===== config.mk =====
export PLATFORM = sky130hd
export DESIGN_NAME = qam_mapper_multi
export DESIGN_NICKNAME = d
export VERILOG_FILES = /design/src/rtl/qam_pkg.sv /design/src/rtl/qam_sym_fifo.sv /design/src/rtl/qam_mapper_multi.sv
export SDC_FILE = /design/constraint.sdc
export NUM_CORES = 1
export LEC_CHECK = 0
export CAP_MARGIN = 25
export CORE_MARGIN = 2
export CORE_UTILIZATION = 35
export DETAILED_ROUTE_END_ITERATION = 8
export DONT_BUFFER_PORTS = 1
export HOLD_SLACK_MARGIN = 0.03
export SLEW_MARGIN = 25
export SYNTH_ARGS = -nofsm -noshare
export SYNTH_HDL_FRONTEND = slang
export SYNTH_SLANG_ARGS = --single-unit

===== constraint.sdc =====
create_clock -name clk -period 4 [get_ports clk]
set_clock_uncertainty 0.1 [all_clocks]
set_input_delay 0.8 -clock clk [delete_from_list [all_inputs] [get_ports clk]]
set_output_delay 0.8 -clock clk [all_outputs]
set_load 0.05 [all_outputs]

===== src/rtl/qam_pkg.sv =====
// Shared types and helpers for the QAM mapper: constellation modes, FSM states,
// bits-per-axis lookup and Gray-to-binary conversion.
package qam_pkg;

    localparam int SYM_W = 6;

    typedef enum logic [1:0] {
        QPSK  = 2'd0,
        QAM16 = 2'd1,
        QAM64 = 2'd2
    } qam_mode_e;

    typedef enum logic [1:0] {
        IDLE  = 2'd0,
        RUN   = 2'd1,
        DRAIN = 2'd2
    } qam_state_e;

    function automatic logic [1:0] bits_per_axis(input qam_mode_e m);
        case (m)
            QPSK:    return 2'd1;
            QAM64:   return 2'd3;
            default: return 2'd2;
        endcase
    endfunction

    // Narrower Gray codes sit zero-extended in the low bits, which converts correctly.
    function automatic logic [2:0] gray2bin(input logic [2:0] g);
        logic [2:0] b;
        b[2] = g[2];
        b[1] = b[2] ^ g[1];
        b[0] = b[1] ^ g[0];
        return b;
    endfunction

endpackage


===== src/rtl/qam_sym_fifo.sv =====
// Symbol FIFO for the QAM mapper: registered storage, wrap-bit pointers,
// full/empty flags. Simultaneous push and pop keep the occupancy unchanged.
module qam_sym_fifo
    import qam_pkg::*;
#(
    parameter int WIDTH = SYM_W,
    parameter int DEPTH = 8
) (
    input  logic             clk,
    input  logic             rst,
    input  logic             push,
    input  logic             pop,
    input  logic [WIDTH-1:0] din,
    output logic [WIDTH-1:0] dout,
    output logic             full,
    output logic             empty
);

    localparam int AW = $clog2(DEPTH);

    logic [WIDTH-1:0] mem_q [DEPTH];
    logic [AW:0]      wr_ptr_q, wr_ptr_d;
    logic [AW:0]      rd_ptr_q, rd_ptr_d;
    logic             do_push, do_pop;

    always_comb begin
        empty    = (wr_ptr_q == rd_ptr_q);
        full     = (wr_ptr_q[AW] != rd_ptr_q[AW]) && (wr_ptr_q[AW-1:0] == rd_ptr_q[AW-1:0]);
        do_push  = push && !full;
        do_pop   = pop && !empty;
        wr_ptr_d = wr_ptr_q + {{AW{1'b0}}, do_push};
        rd_ptr_d = rd_ptr_q + {{AW{1'b0}}, do_pop};
        dout     = mem_q[rd_ptr_q[AW-1:0]];
    end

    always_ff @(posedge clk or posedge rst) begin
        if (rst) begin
            wr_ptr_q <= '0;
            rd_ptr_q <= '0;
        end else begin
            wr_ptr_q <= wr_ptr_d;
            rd_ptr_q <= rd_ptr_d;
        end
    end

    always_ff @(posedge clk) begin
        if (do_push) begin
            mem_q[wr_ptr_q[AW-1:0]] <= din;
        end
    end

endmodule


===== src/rtl/qam_mapper_multi.sv =====
// Multi-mode QAM mapper (QPSK/16-QAM/64-QAM) with input FIFO, stallable output
// register and frame FSM. Define QAM_DROP_CNT_EN to add the drop_cnt output.
module qam_mapper_multi
    import qam_pkg::*;
#(
    parameter int OUT_W = 8,
    parameter int DEPTH = 8
) (
    input  logic             clk,
    input  logic             rst,
    input  logic [5:0]       symbol,
    input  logic [1:0]       mode,
    input  logic             data_valid_i,
    input  logic             start,
    input  logic             done_flag_i,
    input  logic             out_ready_i,
    output logic             ready_o,
    output logic [OUT_W-1:0] I_data,
    output logic [OUT_W-1:0] Q_data,
    output logic             data_valid_o,
    output logic             done_flag_o,
`ifdef QAM_DROP_CNT_EN
    output logic [15:0]      drop_cnt,
`endif
    output qam_state_e       state_o
);

    // Valid/ready: a symbol moves on a cycle where its valid and the receiver's
    // ready are both high; a stalled output keeps data and valid stable.

    qam_state_e       state_q, state_d;
    qam_mode_e        mode_q, mode_d;
    logic             out_valid_q, out_valid_d;
    logic [OUT_W-1:0] i_q, i_d, q_q, q_d;

    logic             push, pop, fifo_full, fifo_empty;
    logic [5:0]       fifo_dout;
    logic [1:0]       b;
    logic [2:0]       mask, g_i, g_q;

    function automatic logic [OUT_W-1:0] map_axis(input logic [2:0] g, input logic [1:0] nb);
        int lvl;
        lvl = 2 * int'(gray2bin(g)) - ((1 << nb) - 1);
        return OUT_W'(lvl * (1 << (OUT_W - 1 - int'(nb))));
    endfunction

    qam_sym_fifo #(.WIDTH(SYM_W), .DEPTH(DEPTH)) u_fifo (
        .clk   (clk),
        .rst   (rst),
        .push  (push),
        .pop   (pop),
        .din   (symbol),
        .dout  (fifo_dout),
        .full  (fifo_full),
        .empty (fifo_empty)
    );

    always_comb begin
        ready_o     = (state_q == RUN) && !fifo_full;
        push        = data_valid_i && ready_o;
        pop         = !fifo_empty && (!out_valid_q || out_ready_i);
        done_flag_o = (state_q == DRAIN) && fifo_empty && !out_valid_q;

        b    = bits_per_axis(mode_q);
        mask = 3'((1 << b) - 1);
        g_i  = 3'(fifo_dout >> b) & mask;
        g_q  = fifo_dout[2:0] & mask;

        state_d     = state_q;
        mode_d      = mode_q;
        out_valid_d = out_valid_q;
        i_d         = i_q;
        q_d         = q_q;

        case (state_q)
            IDLE: if (start) begin
                state_d = RUN;
                mode_d  = (mode == 2'd3) ? QAM16 : qam_mode_e'(mode);
            end
            RUN:     if (done_flag_i) state_d = DRAIN;
            DRAIN:   if (done_flag_o) state_d = IDLE;
            default: state_d = IDLE;
        endcase

        if (pop) begin
            out_valid_d = 1'b1;
            i_d         = map_axis(g_i, b);
            q_d         = map_axis(g_q, b);
        end else if (out_ready_i) begin
            out_valid_d = 1'b0;
        end
    end

    always_ff @(posedge clk or posedge rst) begin
        if (rst) begin
            state_q     <= IDLE;
            mode_q      <= QAM16;
            out_valid_q <= 1'b0;
            i_q         <= '0;
            q_q         <= '0;
        end else begin
            state_q     <= state_d;
            mode_q      <= mode_d;
            out_valid_q <= out_valid_d;
            i_q         <= i_d;
            q_q         <= q_d;
        end
    end

    assign I_data       = i_q;
    assign Q_data       = q_q;
    assign data_valid_o = out_valid_q;
    assign state_o      = state_q;

`ifdef QAM_DROP_CNT_EN
    logic [15:0] drop_cnt_q, drop_cnt_d;

    always_comb begin
        drop_cnt_d = drop_cnt_q;
        if (state_q == IDLE && start) begin
            drop_cnt_d = '0;
        end else if (state_q == RUN && data_valid_i && !ready_o && drop_cnt_q != 16'hFFFF) begin
            drop_cnt_d = drop_cnt_q + 16'd1;
        end
    end

    always_ff @(posedge clk or posedge rst) begin
        if (rst) drop_cnt_q <= '0;
        else     drop_cnt_q <= drop_cnt_d;
    end

    assign drop_cnt = drop_cnt_q;
`endif

endmodule


==> metrics.md, run 1 <==
| Metric | Value |
|---|---|
| Clk buf depth | `2` |
| Design area | `3560 um^2` |
| Starting Density | `35.6%` |
| Leak pwr | `1.39 nW` |
| First DRT Iteration DRCs | `73` |
| CTS H-tree depth | `3` |
| Rows | `35` |
| R2r endpoint | `Q_data[7]` |
| RSZ-0062 raised after global routing | `false` |
| Pin count of the biggest net entering global routing | `23` |
| Clk Latency, worst-skew pair | `0.34 ns` |
| Max_cap viols | `0` |
| Die Ht | `100 um` |
| Reg2reg start | `u_fifo.rd_ptr_q[0]` |
| Die area | `10,100 um^2` |
| Seq cells post-synth | `68` |
| Final Hold Vio Count | `0` |
| Synth Warn # | `0` |
| Antenna Nets Post-Route | `0` |
| Syn-to-layout area delta | `9.30%` |
| Post-Synth Adder-Cell Area | `5.38%` |
| R2r worst-path depth | `13` |
| Worst Max-Slew Pin Slew | `0.895 ns` |
| Detailed-placement wirelength estimate | `4100 um` |
| CP peak stage delay | `0.49 ns` |
| Slowest CP cell | `dfrtp_1` |
| CP Buf/Inv Count | `1` |
| Worst reg2reg setup slack | `0.38 ns` |
| Port bufs | `0` |
| CTS tree | `done` |
| Final WL | `5750 um` |
| Final worst slack | `0.380 ns` |
| Async SR Flop Fraction | `29.4%` |
| # diodes | `0` |
| Worst path arrival time | `3.79 ns` |
| Unique cell type count in the Yosys netlist | `42` |
| Syn Area/Cell | `13.7 um^2` |
| Cts-stage hold buffer count | `0` |
| Total negative setup slack | `0 ns` |
| Core area | `9150 um^2` |
| TritonCTS buffer count | `9` |
| CP required | `4.17 ns` |
| Initial antenna violation count | `0` |
| Vias in the first global route | `1,750` |
| Crit Path Class | `reg -> reg` |
| P per Cell Area | `853 nW/um^2` |
| Startpoint types | `flip-flop` |
| Relative slew slack | `40.4%` |
| Place WS | `0.366 ns` |
| Post-synth EDFFs | `48` |
| Largest family of logic cells by synthesized area | `multiplexers` |
| GRT Overall Usage | `12.6%` |
| Routed vias/inst | `4.89` |
| 1st-pass router iterations | `4` |
| Die Span X | `100 um` |
| Clk Tree Root Cell | `clkbuf_8` |
| F_max | `276 MHz` |
| Worst setup EP type | `flip-flop` |
| Clock sinks | `68` |
| Synth Area in Simple Gates | `9.34%` |
| Number of setup violations in the final report | `0` |
| DR WL/cell | `15.9 um` |
| Placed cell areas | `3360 um^2` |
| Tcrit/Tclk final | `90.5%` |
| Global-route wire length before repair | `9410 um` |
| Max VDD drop | `0.293 mV` |
| Post CTS Setup Buffer Count | `0` |
| Max Slew Vio Count | `0` |
| Sequential fraction of the synthesis area | `59.7%` |
| Vias | `1,765` |
| Final min period | `3.62 ns` |
| Most frequent CP cell | `ha_1` |
| HP Class | `in -> async` |
| Synthesized area | `3260 um^2` |
| Final Util | `38.9%` |
| Compound-gate portion of the synthesized area | `5.84%` |
| Clock Pin Slew Worst Setup and Hold Paths | `0.08 ns` |
| Nets | `273` |
| Xor/xnor share of the synthesized area | `5.11%` |
| Critical path, cell by cell | `buf_12, mux2i_1, a221o_1, nor3b_1, a221o_1, ha_1, and2_1, ha_1, ha_1, xor2_1, xnor2_1, or4_4, o211ai_2` |
| I/O pins | `35` |
| Delay-heaviest family, CP | `adder cells` |
| Grt total ovfl | `0` |
| Status | `completed` |
| Post-cts resize count | `0` |
| Main synth FF type | `edfxtp_1` |
| Fraction of layout cells with a size suffix above 1 | `15.2%` |
| Post-synthesis mux area share | `9.57%` |
| Post-Syn Instances | `237` |
| Crit-path max FO | `22` |
| # DRC | `0` |
| RD Place Congestion | `0.816` |
-- worst max-delay path by stage --
stage	from	end	cells past startpoint
5_1_grt	u_fifo.rd_ptr_q[0]	I_data[7]	14
4_1_cts	u_fifo.rd_ptr_q[0]	Q_data[7]	13
2_1_floorplan	u_fifo.rd_ptr_q[2]	Q_data[7]	14
6_report	u_fifo.rd_ptr_q[0]	Q_data[7]	13
3_5_place_dp	u_fifo.rd_ptr_q[0]	Q_data[7]	13
3_3_place_gp	u_fifo.rd_ptr_q[0]	Q_data[7]	13
-- cells in the final DEF (no fill, tap or decap), types with 2 or more instances in the layout --
cell | netlist | routed
clkinvlp_4 | 0 | 2
nand3_1 | 3 | 3
ha_1 | 14 | 14
mux2i_1 | 21 | 21
xor2_1 | 13 | 13
and2_1 | 6 | 6
edfxtp_1 | 48 | 48
a21oi_1 | 6 | 6
xnor2_1 | 6 | 6
inv_6 | 0 | 4
nor2_1 | 12 | 12
a22oi_1 | 7 | 7
dfrtp_1 | 19 | 19
inv_1 | 4 | 4
mux4_2 | 2 | 2
a221o_1 | 2 | 2
nand2b_1 | 8 | 8
o21ai_0 | 2 | 2
a22oi_2 | 2 | 2
nand2_1 | 15 | 15
clkbuf_8 | 0 | 9
mux2_2 | 5 | 5
buf_4 | 9 | 7
nor2b_1 | 4 | 4
conb_1 | 1 | 8
nor3_1 | 3 | 3
-- area by class of cell --
class / count / area (um^2)
timing repair buffer: 8 / 72.6
clock inverter: 7 / 80.1
fill: 845 / 5590
clock buffer: 9 / 124
multi-input combinational: 153 / 1180
sequential: 68 / 1940
tap: 111 / 139
inverter: 5 / 18.8
-- cells by family (layout without fill, tap and decap cells) --
kind of cell | Yosys count | in the layout
and+or+nand+nor | 59 | 59
DFF | 68 | 68
other | 1 | 8
buffers and inverters | 23 | 29
AOI/OAI and AO/OA | 25 | 25
muxes | 28 | 28
xor gates and xnor gates | 19 | 19
adders and majority gates | 14 | 14
-- through the flow --
step | hold slack, ns | total power [mW] | instances
2_1_floorplan | 0.364 | 2.25 | 244
3_3_place_gp | 0.383 | 2.47 | 345
3_5_place_dp | 0.391 | 2.49 | 345
4_1_cts | 0.403 | 3.08 | 361
5_1_grt | 0.411 | 3.26 | 361
6_report | 0.388 | 3.04 | 361
-- power breakdown --
part	switching [mW]	leakage [nW]	internal, mW
combinational	0.666	0.621	0.573
clock	0.285	0.0973	0.296
sequential	0.327	0.670	0.888
total	1.28	1.39	1.76
-- state kept, by name (all words and copies together), names as in the netlist --
name / count
data_valid_o: 1
Q_data: 3
state_o: 2
u_fifo.wr_ptr_q: 4
I_data: 4
mode_q: 2
u_fifo.mem_q: 48
u_fifo.rd_ptr_q: 4
-- cells in the mapped netlist (2+ instances only) --
master	n	area, um^2
a21oi_1	6	30.0
a221o_1	2	20.0
a22oi_1	7	52.6
a22oi_2	2	25.0
and2_1	6	37.5
buf_2	3	15.0
buf_4	9	67.6
buf_6	3	33.8
clkbuf_1	2	7.51
dfrtp_1	19	475
edfxtp_1	48	1440
ha_1	14	175
inv_1	4	15.0
mux2_2	5	56.3
mux2i_1	21	210
mux4_2	2	45.0
nand2_1	15	56.3
nand2b_1	8	50.1
nand3_1	3	15.0
nor2_1	12	45.0
nor2b_1	4	25.0
nor3_1	3	15.0
nor3b_1	2	15.0
o21ai_0	2	10.0
xnor2_1	6	52.6
xor2_1	13	114
-- routing by layer --
metal	vias up	share of wire (%)	global-route usage (%)
met5	-	0	0
met4	0	1.5	4.43
met3	6	4.1	4.79
met2	40	45	19.0
met1	851	49	16.8
li1	868	-	-
Power figures use the tool's default switching activity.
==> run 2, diff against run 1 <==
--- a/config.mk
+++ b/config.mk
@@ -5,6 +5,7 @@
 export SDC_FILE = /design/constraint.sdc
 export NUM_CORES = 1
 export LEC_CHECK = 0
+export ABC_AREA = 0
 export CAP_MARGIN = 25
 export CORE_MARGIN = 2
 export CORE_UTILIZATION = 35
==> results of run 2 <==
No change in the layout: final DEF, timing and power equal those of run 1.
==> run 3, diff against run 2 <==
--- a/config.mk
+++ b/config.mk
@@ -7,7 +7,7 @@
 export LEC_CHECK = 0
 export ABC_AREA = 0
 export CAP_MARGIN = 25
-export CORE_MARGIN = 2
+export CORE_MARGIN = 5
 export CORE_UTILIZATION = 35
 export DETAILED_ROUTE_END_ITERATION = 8
 export DONT_BUFFER_PORTS = 1
==> run 3 against run 2 <==
Clock power rose by 2%. Design area is essentially flat. Critical path depth is the same. Combinational power barely moved. Power up 0.65%. Final cell count unchanged. Sequential power about the same. Maximum frequency shrank 2.7%. Wire length is 4.9% higher. Highest routed layer unchanged. Global-route usage fell by 1.2 points. Setup slack worse by 0.10 ns. Largest cell class unchanged.
==> metrics.md, run 3 (synthesis results as in run 1) <==
| Metric | Value |
|---|---|
| Antenna Nets Post-Route | `0` |
| Switch share | `40.8%` |
| Startpoint types | `flip-flop` |
| Rows | `35` |
| Vias | `1,771` |
| Vias in the first global route | `1,812` |
| 1st-pass router iterations | `4` |
| Switch Pwr | `1.25 mW` |
| Leak pwr | `1.39 nW` |
| R2r endpoint | `Q_data[7]` |
| Relative slew slack | `40.1%` |
| DR WL/cell | `16.7 um` |
| Max FFs per register | `48` |
| Register area | `1940 um^2` |
| Clock sinks | `68` |
| Internal Power | `1.81 mW` |
| Finished Layout Cells | `361` |
| Initial antenna violation count | `0` |
| Tcrit/Tclk final | `93.0%` |
| Fraction of layout cells with a size suffix above 1 | `13.6%` |
| Area of the multi-input gates | `1180 um^2` |
| Global-route wire length before repair | `9700 um` |
| R2r worst-path depth | `13` |
| Worst path arrival time | `3.89 ns` |
| Seq pwr share | `40.2%` |
| GRT Overall Usage | `11.4%` |
| Total negative setup slack | `0 ns` |
| Most frequent CP cell | `ha_1` |
| Number of setup violations in the final report | `0` |
| Port bufs | `0` |
| Worst setup EP type | `flip-flop` |
| Max VDD drop | `0.271 mV` |
| Pin count of the biggest net entering global routing | `21` |
| Final Hold Vio Count | `0` |
| Starting Density | `35.6%` |
| P per Cell Area | `858 nW/um^2` |
| CTS H-tree depth | `3` |
| Nets | `273` |
| Clk Latency, worst-skew pair | `0.34 ns` |
| Cts-stage hold buffer count | `0` |
| Final WL | `6030 um` |
| # diodes | `0` |
| Post CTS Setup Buffer Count | `0` |
| Most common cell after layout, fill and taps aside | `edfxtp_1` |
| RD Place Congestion | `0.800` |
| Max_cap viols | `0` |
| # DRC | `0` |
| Detailed-placement wirelength estimate | `4240 um` |
| Die area | `11,300 um^2` |
| I/O pins | `35` |
| Most frequent cells in the layout | `48 x edfxtp_1, 21 x mux2i_1, 19 x dfrtp_1` |
| Die Ht | `106 um` |
| TritonCTS buffer count | `9` |
| Clk Tree Root Cell | `clkbuf_8` |
| Worst reg2reg setup slack | `0.28 ns` |
| # fillers | `849` |
| Crit-path max FO | `18` |
| Worst Max-Slew Pin Slew | `0.898 ns` |
| Crit Path Class | `reg -> reg` |
| Clock power frac | `19.3%` |
| Status | `completed` |
| Critical path, cell by cell | `buf_12, mux2i_1, a221o_1, nor3b_1, a221o_1, ha_1, and2_1, ha_1, ha_1, xor2_1, xnor2_1, or4_4, o211ai_2` |
| Placed insts | `345` |
| Clk buf depth | `2` |
| CTS tree | `done` |
| CP peak stage delay | `0.60 ns` |
| Syn-to-layout area delta | `9.37%` |
| RSZ-0062 raised after global routing | `false` |
| HP Class | `in -> async` |
| Reg2reg start | `u_fifo.rd_ptr_q[0]` |
| First DRT Iteration DRCs | `69` |
| Slowest CP cell | `dfrtp_1` |
| Max Slew Vio Count | `0` |
| Gate power share | `40.5%` |
| Die Span X | `106 um` |
| Post-cts resize count | `0` |
| F_max | `269 MHz` |
| Grt total ovfl | `0` |
| Core area | `9150 um^2` |
| Clock Pin Slew Worst Setup and Hold Paths | `0.07 ns` |
| Routed vias/inst | `4.91` |
| CP required | `4.16 ns` |
| Final min period | `3.72 ns` |
[run 3: worst max path at each step]
stage,startpoint,endpoint,slack [ns],cells past startpoint
2_1_floorplan,u_fifo.rd_ptr_q[2],Q_data[7],0.53,14
3_3_place_gp,u_fifo.rd_ptr_q[0],Q_data[7],0.38,13
3_5_place_dp,u_fifo.rd_ptr_q[0],Q_data[7],0.26,13
4_1_cts,u_fifo.rd_ptr_q[0],Q_data[7],0.26,13
5_1_grt,u_fifo.rd_ptr_q[0],I_data[7],0.05,15
6_report,u_fifo.rd_ptr_q[0],Q_data[7],0.28,13
[run 3: metrics by stage]
stage          instance area [um^2]  hold slack [ns]  utilization, %  setup slack (ns)  total power, mW
2_1_floorplan                  3280            0.364               -             0.535             2.25
3_3_place_gp                   3360            0.382            36.7             0.381             2.47
3_5_place_dp                   3360            0.387            36.7             0.263             2.50
4_1_cts                        3560            0.399            38.9             0.255             3.10
5_1_grt                        3560            0.410            38.9            0.0472             3.28
6_report                       3560            0.389            38.9             0.278             3.06
[run 3: routing by layer]
metal,global-route usage (%),up-vias,routed length (um)
met5,0,-,0
met4,4.93,0,114
met3,3.83,9,361
met2,18.8,43,2940
met1,13.7,855,2610
li1,-,864,-
[run 3: layout make-up]
| type | count | area share, % |
|---|---|---|
| Sequential cell | 68 | 54.5 |
| Multi-Input combinational cell | 153 | 33.2 |
| Tap cell | 111 | 3.90 |
| Clock buffer | 10 | 3.58 |
| Clock inverter | 6 | 2.21 |
| Timing Repair Buffer | 8 | 2.04 |
| Inverter | 5 | 0.527 |
[run 3: power by group through the flow]
stage / Sequential [mW] / Clock, mW / Combinational (mW)
2_1_floorplan: 1.14 / 0 / 1.11
3_3_place_gp: 1.24 / 0 / 1.23
3_5_place_dp: 1.25 / 0 / 1.25
4_1_cts: 1.23 / 0.605 / 1.26
5_1_grt: 1.25 / 0.639 / 1.39
6_report: 1.23 / 0.591 / 1.24
[run 3: worst max-delay path: cells and delay by family (launching register included)]
| kind | cells | cell delay [ns] |
|---|---|---|
| mux | 1 | 0.09 |
| fa+ha+maj | 3 | 0.83 |
| simple gates | 3 | 0.73 |
| compound gates | 3 | 0.79 |
| xor+xnor | 2 | 0.29 |
| flops | 1 | 0.60 |
| buf+inv | 1 | 0.24 |
